<file path="config.mk">
export PLATFORM = sky130hd
export DESIGN_NAME = pipe_ctrl
export DESIGN_NICKNAME = d
export VERILOG_FILES = /design/src/rtl/pipe_ctrl.sv
export SDC_FILE = /design/constraint.sdc
export NUM_CORES = 1
export LEC_CHECK = 0
export CORE_MARGIN = 1
export CORE_UTILIZATION = 44
export DETAILED_ROUTE_END_ITERATION = 8
export GPL_TIMING_DRIVEN = 0
export PLACE_DENSITY = 0.73
export SLEW_MARGIN = 10
export SYNTH_ARGS = -nofsm -noshare
export SYNTH_HDL_FRONTEND = slang
export SYNTH_SLANG_ARGS = --single-unit
</file>
<file path="constraint.sdc">
create_clock -name clk -period 1.9 [get_ports clk]
set_input_delay 0.285 -clock clk [delete_from_list [all_inputs] [get_ports clk]]
set_output_delay 0.285 -clock clk [all_outputs]
set_load 0.01 [all_outputs]
</file>
<file path="src/rtl/pipe_ctrl.sv">
// Central stall/flush controller: redirect recovery, multi-cycle mult/div
// occupancy of E, and cache/ROB/IQ/free-list back-pressure.
//
// state   | meaning
// INIT    | first cycle after reset, full flush of every stage
// RUN     | normal operation, prioritised stall sources
// RECOVER | rename map / free list restore after a redirect
module pipe_ctrl #(
  parameter int MULT_CYCLES    = 2,
  parameter int DIV_CYCLES     = 32,
  parameter int RECOVER_CYCLES = 2
) (
  input  logic clk,
  input  logic resetn,
  input  logic i_stall,
  input  logic d_stall,
  input  logic rob_full,
  input  logic iq_full,
  input  logic freelist_empty,
  input  logic exception_valid,
  input  logic branch_taken,
  input  logic md_start,
  input  logic md_is_div,
  output logic stallF,
  output logic stallD,
  output logic stallR,
  output logic stallI,
  output logic stallE,
  output logic stallC,
  output logic flushF,
  output logic flushD,
  output logic flushR,
  output logic flushI,
  output logic flushE,
  output logic flushC,
  output logic recovering,
  output logic md_busy
);

  localparam int RC_W = (RECOVER_CYCLES < 2) ? 1 : $clog2(RECOVER_CYCLES + 1);
  localparam logic [5:0]      MULT_LOAD = 6'(MULT_CYCLES - 1);
  localparam logic [5:0]      DIV_LOAD  = 6'(DIV_CYCLES - 1);
  localparam logic [RC_W-1:0] RC_LOAD   = RC_W'(RECOVER_CYCLES);

  typedef enum logic [1:0] {INIT, RUN, RECOVER} state_t;

  state_t          state, state_nxt;
  logic [5:0]      md_cnt, md_cnt_nxt;
  logic [RC_W-1:0] rc_cnt, rc_cnt_nxt;
  logic            redirect;
  logic [5:0]      run_stall, run_flush;
  logic [5:0]      stall_v, flush_v;

  always_ff @(posedge clk or negedge resetn) begin
    if (!resetn) begin
      state  <= INIT;
      md_cnt <= '0;
      rc_cnt <= '0;
    end else begin
      state  <= state_nxt;
      md_cnt <= md_cnt_nxt;
      rc_cnt <= rc_cnt_nxt;
    end
  end

  assign redirect = (exception_valid | branch_taken) && (state != INIT);
  assign md_busy  = (md_cnt != 6'd0);

  // Vectors are ordered F,D,R,I,E,C from bit 5 down to bit 0.
  always_comb begin
    run_stall = 6'b000000;
    run_flush = 6'b000000;
    if (d_stall) begin
      run_stall = 6'b111111;
    end else if (md_busy) begin
      run_stall = 6'b111110;
      run_flush = 6'b000001;
    end else if (rob_full | iq_full | freelist_empty) begin
      run_stall = 6'b111000;
      run_flush = 6'b000100;
    end else if (i_stall) begin
      run_stall = 6'b100000;
      run_flush = 6'b010000;
    end
  end

  always_comb begin
    state_nxt  = state;
    rc_cnt_nxt = rc_cnt;
    stall_v    = 6'b000000;
    flush_v    = 6'b000000;
    case (state)
      INIT: begin
        flush_v   = 6'b111111;
        state_nxt = RUN;
      end
      RUN: begin
        stall_v = run_stall;
        flush_v = run_flush;
      end
      RECOVER: begin
        // D and R held empty while the rename map is restored; older work in I/E/C drains.
        stall_v = {i_stall, 2'b00, run_stall[2:0]};
        flush_v = {1'b0, 2'b11, run_flush[2:0]};
        if (rc_cnt <= RC_W'(1)) begin
          state_nxt  = RUN;
          rc_cnt_nxt = '0;
        end else begin
          rc_cnt_nxt = rc_cnt - RC_W'(1);
        end
      end
      default: state_nxt = INIT;
    endcase
    if (redirect) begin
      stall_v    = 6'b000000;
      flush_v    = 6'b111111;
      state_nxt  = RECOVER;
      rc_cnt_nxt = RC_LOAD;
    end
  end

  always_comb begin
    md_cnt_nxt = md_cnt;
    if (redirect)
      md_cnt_nxt = 6'd0;
    else if (md_busy)
      md_cnt_nxt = md_cnt - 6'd1;
    else if (md_start)
      md_cnt_nxt = md_is_div ? DIV_LOAD : MULT_LOAD;
  end

  assign {stallF, stallD, stallR, stallI, stallE, stallC} = stall_v;
  assign {flushF, flushD, flushR, flushI, flushE, flushC} = flush_v;
  assign recovering = (state == RECOVER);

endmodule

</file>
==> results.md <==
- The kind of path behind the tightest hold check is input pin to async pin.
- For the worst setup path, the data arrival time is 1.66 ns.
- The area share of the leading cell type in the synthesized netlist is 33.0%.
- Using the TritonRoute via totals, the vias-per-cell ratio works out to 6.04.
- For this block, the via count after detailed routing is 870.
- The number of buffers created by CTS is 3.
- The synthesized design contains 0 enable-type register cells.
- For this design the ratio of total power to cell area is 1770 nW/um^2.
- The count of different cell masters after synthesis is 36.
- The layout has 84 filler cells.
- The worst setup path is captured at an output pin.
- Setup repair after global routing could not meet its margin everywhere.
- The insertion delay to the later sink of the worst-skew pair is 0.26 ns.
- Between clock sinks in the finished design, the worst skew comes to 0.0111 ns.
- The I/O pin count is 25.
- In this run the deepest clock path goes through 2 buffers.
- In the post-synthesis netlist, the cell with the most instances is sky130_fd_sc_hd__dfrtp_1.
- The checks that failed: design-rule violations, negative setup slack.
- The HPWL after detailed placement is 1340 um.
- For this design, the CTS-stage hold fixing added 0 buffers.
- 0 antenna diodes ended up in the layout.
- The sink count of the clock tree is 10.
- In the final routed layout, each cell accounts on average for 18.1 um.
- Once detail routing completed, the nets flagged for antenna violations numbered 0.
- Of the synthesized area, sequential elements account for 33.0%.
- The initial utilization of the core area, before any placement, comes to 48.6%.
- The filler-free cell count of the finished design is 144.
- The time the final worst path needs with I/O delays and setup is 1.95 ns.
- The clock tree root driver cell is sky130_fd_sc_hd__clkbuf_4.
- Each instance of the synthesized netlist takes up on average 8.92 um^2.
- The reg-to-reg setup timing slack is 0.10 ns.
- The highest clock rate is 0.513 GHz.
- The worst setup path is of the flip-flop to output pin kind.
- The first TritonRoute pass finished after 7 iterations.
- STA classifies the critical path startpoint as a flip-flop.
- The transition time at the pin with the least slew margin is 0.426 ns.
- The total number of nets in the final design is 146.
- The cell accounting for the most synthesized area is sky130_fd_sc_hd__dfrtp_1.
- The number of setup violations in the final report is 6.
- The worst flop-to-flop path endpoint is md_cnt[2].
- Max-cap violations in this run came to 0.
- The final critical-path setup slack is -0.0495 ns.
- After detailed routing, the number of remaining DRC violations is 8.
- The synthesized netlist net count is 101.
- Compared with the post-synthesis result, the final layout area differs by 72.6%.
- Measured in cells, the most critical reg-to-reg path has a length of 7.
- Yosys attributes the largest share of cell area to sky130_fd_sc_hd__dfrtp_1 (33%), sky130_fd_sc_hd__ha_1 (8.3%), sky130_fd_sc_hd__a21oi_1 (4.6%), sky130_fd_sc_hd__inv_1 (3.5%), sky130_fd_sc_hd__nor3_1 (3.3%).
- In the final layout, the share of cells above drive strength 1 is 51.6%.
- The die area is 1890 um^2.
- The vertical die dimension is 43.5 um.
- The core outline area is 1560 um^2.
- After clock tree synthesis, the clock-pin slew on the worst setup and hold paths is 0.06 ns.
- The total routing usage reported by global routing is 27.2%.
- The via count of the first global-routing pass is 852.
- Counting flops with an async set or reset pin after synthesis yields a share of 100%.
- During placement, the flow inserted port buffers numbering 24.
- The placed instance count is 125.
- The hold violation total from the final report is 0.
- The worst-path maximum fanout is 3.
- The register bit total from synthesis is 10.
- Synthesis handed over a netlist of 85 instances.
- The worst-case headroom to the max-slew limit is 71.5%.
- The startpoint of the worst-slack reg-to-reg timing path is md_cnt[1].
- The maximum resistive drop on vdd is 0.00109 V.
- The required time of the critical path is 1.62 ns.
- The leakage power is 0.000563 uW.
- The first global-routing pass estimated 3850 um of wire.
- The critical path contains buffers and inverters numbering 2 combined.
- Yosys printed 0 warnings.
- CTS built an H-tree with a depth of 1.
- The cell area after synthesis is 758 um^2.
- The congestion estimate from routability-driven global placement came to 0.901.
- The most used flip-flop cell after synthesis is sky130_fd_sc_hd__dfrtp_1.
- On the critical path, the stage with the largest delay is an instance of sky130_fd_sc_hd__or3b_4.
- After synthesis, the most frequently instantiated cells are sky130_fd_sc_hd__dfrtp_1 (10), sky130_fd_sc_hd__a21oi_1 (7), sky130_fd_sc_hd__inv_1 (7).
- After routing the design area is 1310 um^2.
- The total overflow left after global routing is 0.
- The post-detailed-placement cell area is 1020 um^2.
- In this design, the largest share of critical-path delay is due to simple AND/OR/NAND/NOR gates.
- The number of antenna violations at the first check in global routing is 0.
- The final critical path takes up 103% of the cycle.
- TritonCTS built the clock tree.
- The horizontal die dimension is 43.5 um.
- The critical path goes through inv_2 > ha_4 > or3b_4 > nor2_4 > o41ai_2 > buf_2.
- The max-slew violation count is 0.
- The pin count of the biggest net entering global routing is 11.
- The total length of routed wires is 2600 um.
- On the worst path, the slowest cell contributes a delay of 0.41 ns.
- The flow ran to the end, but the final reports show violations.
- Cells fill 83.9% of the core in the end.
- The floorplan has 14 rows.
- The detailed router finished its first iteration with 32 violations.
logic make-up after synthesis:
family          Yosys count  share of synthesized area (%)
compound gates           27                           25.2
xor+xnor                  1                           1.16
fa+ha+maj                 5                           8.25
buf+inv                  12                           7.59
flops                    10                           33.0
simple gates             30                           24.8
how the worst max path moves through the flow:
stage            startpoint      to  slack, ns  depth (start not counted)
6_report          md_cnt[1]  flushC      -0.05                          6
2_1_floorplan      state[0]  stallI       0.02                          6
5_1_grt           md_cnt[1]  flushC      -0.12                          6
4_1_cts           md_cnt[0]  flushC      -0.10                          7
3_3_place_gp   branch_taken  stallI      -0.70                          6
3_5_place_dp   branch_taken  stallI      -0.68                          6
layer usage:
layer | GRT usage (%) | vias up | wire length (um)
li1 | - | 401 | -
met1 | 34.4 | 423 | 1110
met2 | 47.0 | 42 | 1270
met3 | 7.08 | 4 | 199
met4 | 5.63 | 0 | 25
met5 | 0 | - | 0
placed cells by master, fill, tap and decap left out, drive strengths merged, types with 3 or more instances in the layout:
cell / count
nor3: 5
nor2: 5
ha: 5
o31ai: 3
a211oi: 3
buf: 30
or3: 3
inv: 8
clkbuf: 5
o21ai: 5
a21oi: 7
nor4: 3
clkdlybuf4s50: 10
nand2b: 3
dfrtp: 10
state kept, by name (all words and copies together), names as in the netlist:
signal	flops
md_cnt	6
rc_cnt	2
state	2
worst register-to-register path: cells and delay by family (launching register included):
kind / cells / cell delay [ns]
simple gates: 2 / 0.55
flops: 1 / 0.39
buf+inv: 3 / 0.33
compound gates: 1 / 0.28
fa+ha+maj: 1 / 0.16
layout make-up:
| type | instances | area, um^2 | area share [%] |
|---|---|---|---|
| clock buffers | 3 | 22.5 | 1.72 |
| inverters | 8 | 30.0 | 2.29 |
| well taps | 16 | 20.0 | 1.53 |
| flip-flops and latches | 10 | 250 | 19.1 |
| multi-input cells | 63 | 617 | 47.1 |
| plain buffers | 3 | 22.5 | 1.72 |
| repair buffers | 41 | 347 | 26.5 |
stage by stage:
step	hold WS, ns	setup slack [ns]	total power [uW]	setup TNS (ns)
2_1_floorplan	-0.0106	0.0198	1110	0
3_3_place_gp	0.504	-0.697	1490	-5.34
3_5_place_dp	0.519	-0.682	1510	-5.35
4_1_cts	0.339	-0.100	2050	-0.163
5_1_grt	0.356	-0.123	2450	-0.753
6_report	0.323	-0.0495	2320	-0.203
what timing repair did:
item / CTS / global route
setup buffers: 13 / 4
pin swaps: 5 / 5
gates resized for setup: 74 / 17
setup endpoints to repair: 14 / 16
where the power goes:
group	switching (uW)	leakage [uW]	total (uW)	internal, uW
Combinational	871	0.000421	1780	913
Sequential	91.9	0.000127	394	302
Clock	65.7	0.0000138	139	72.8
Power figures use the tool's default switching activity.
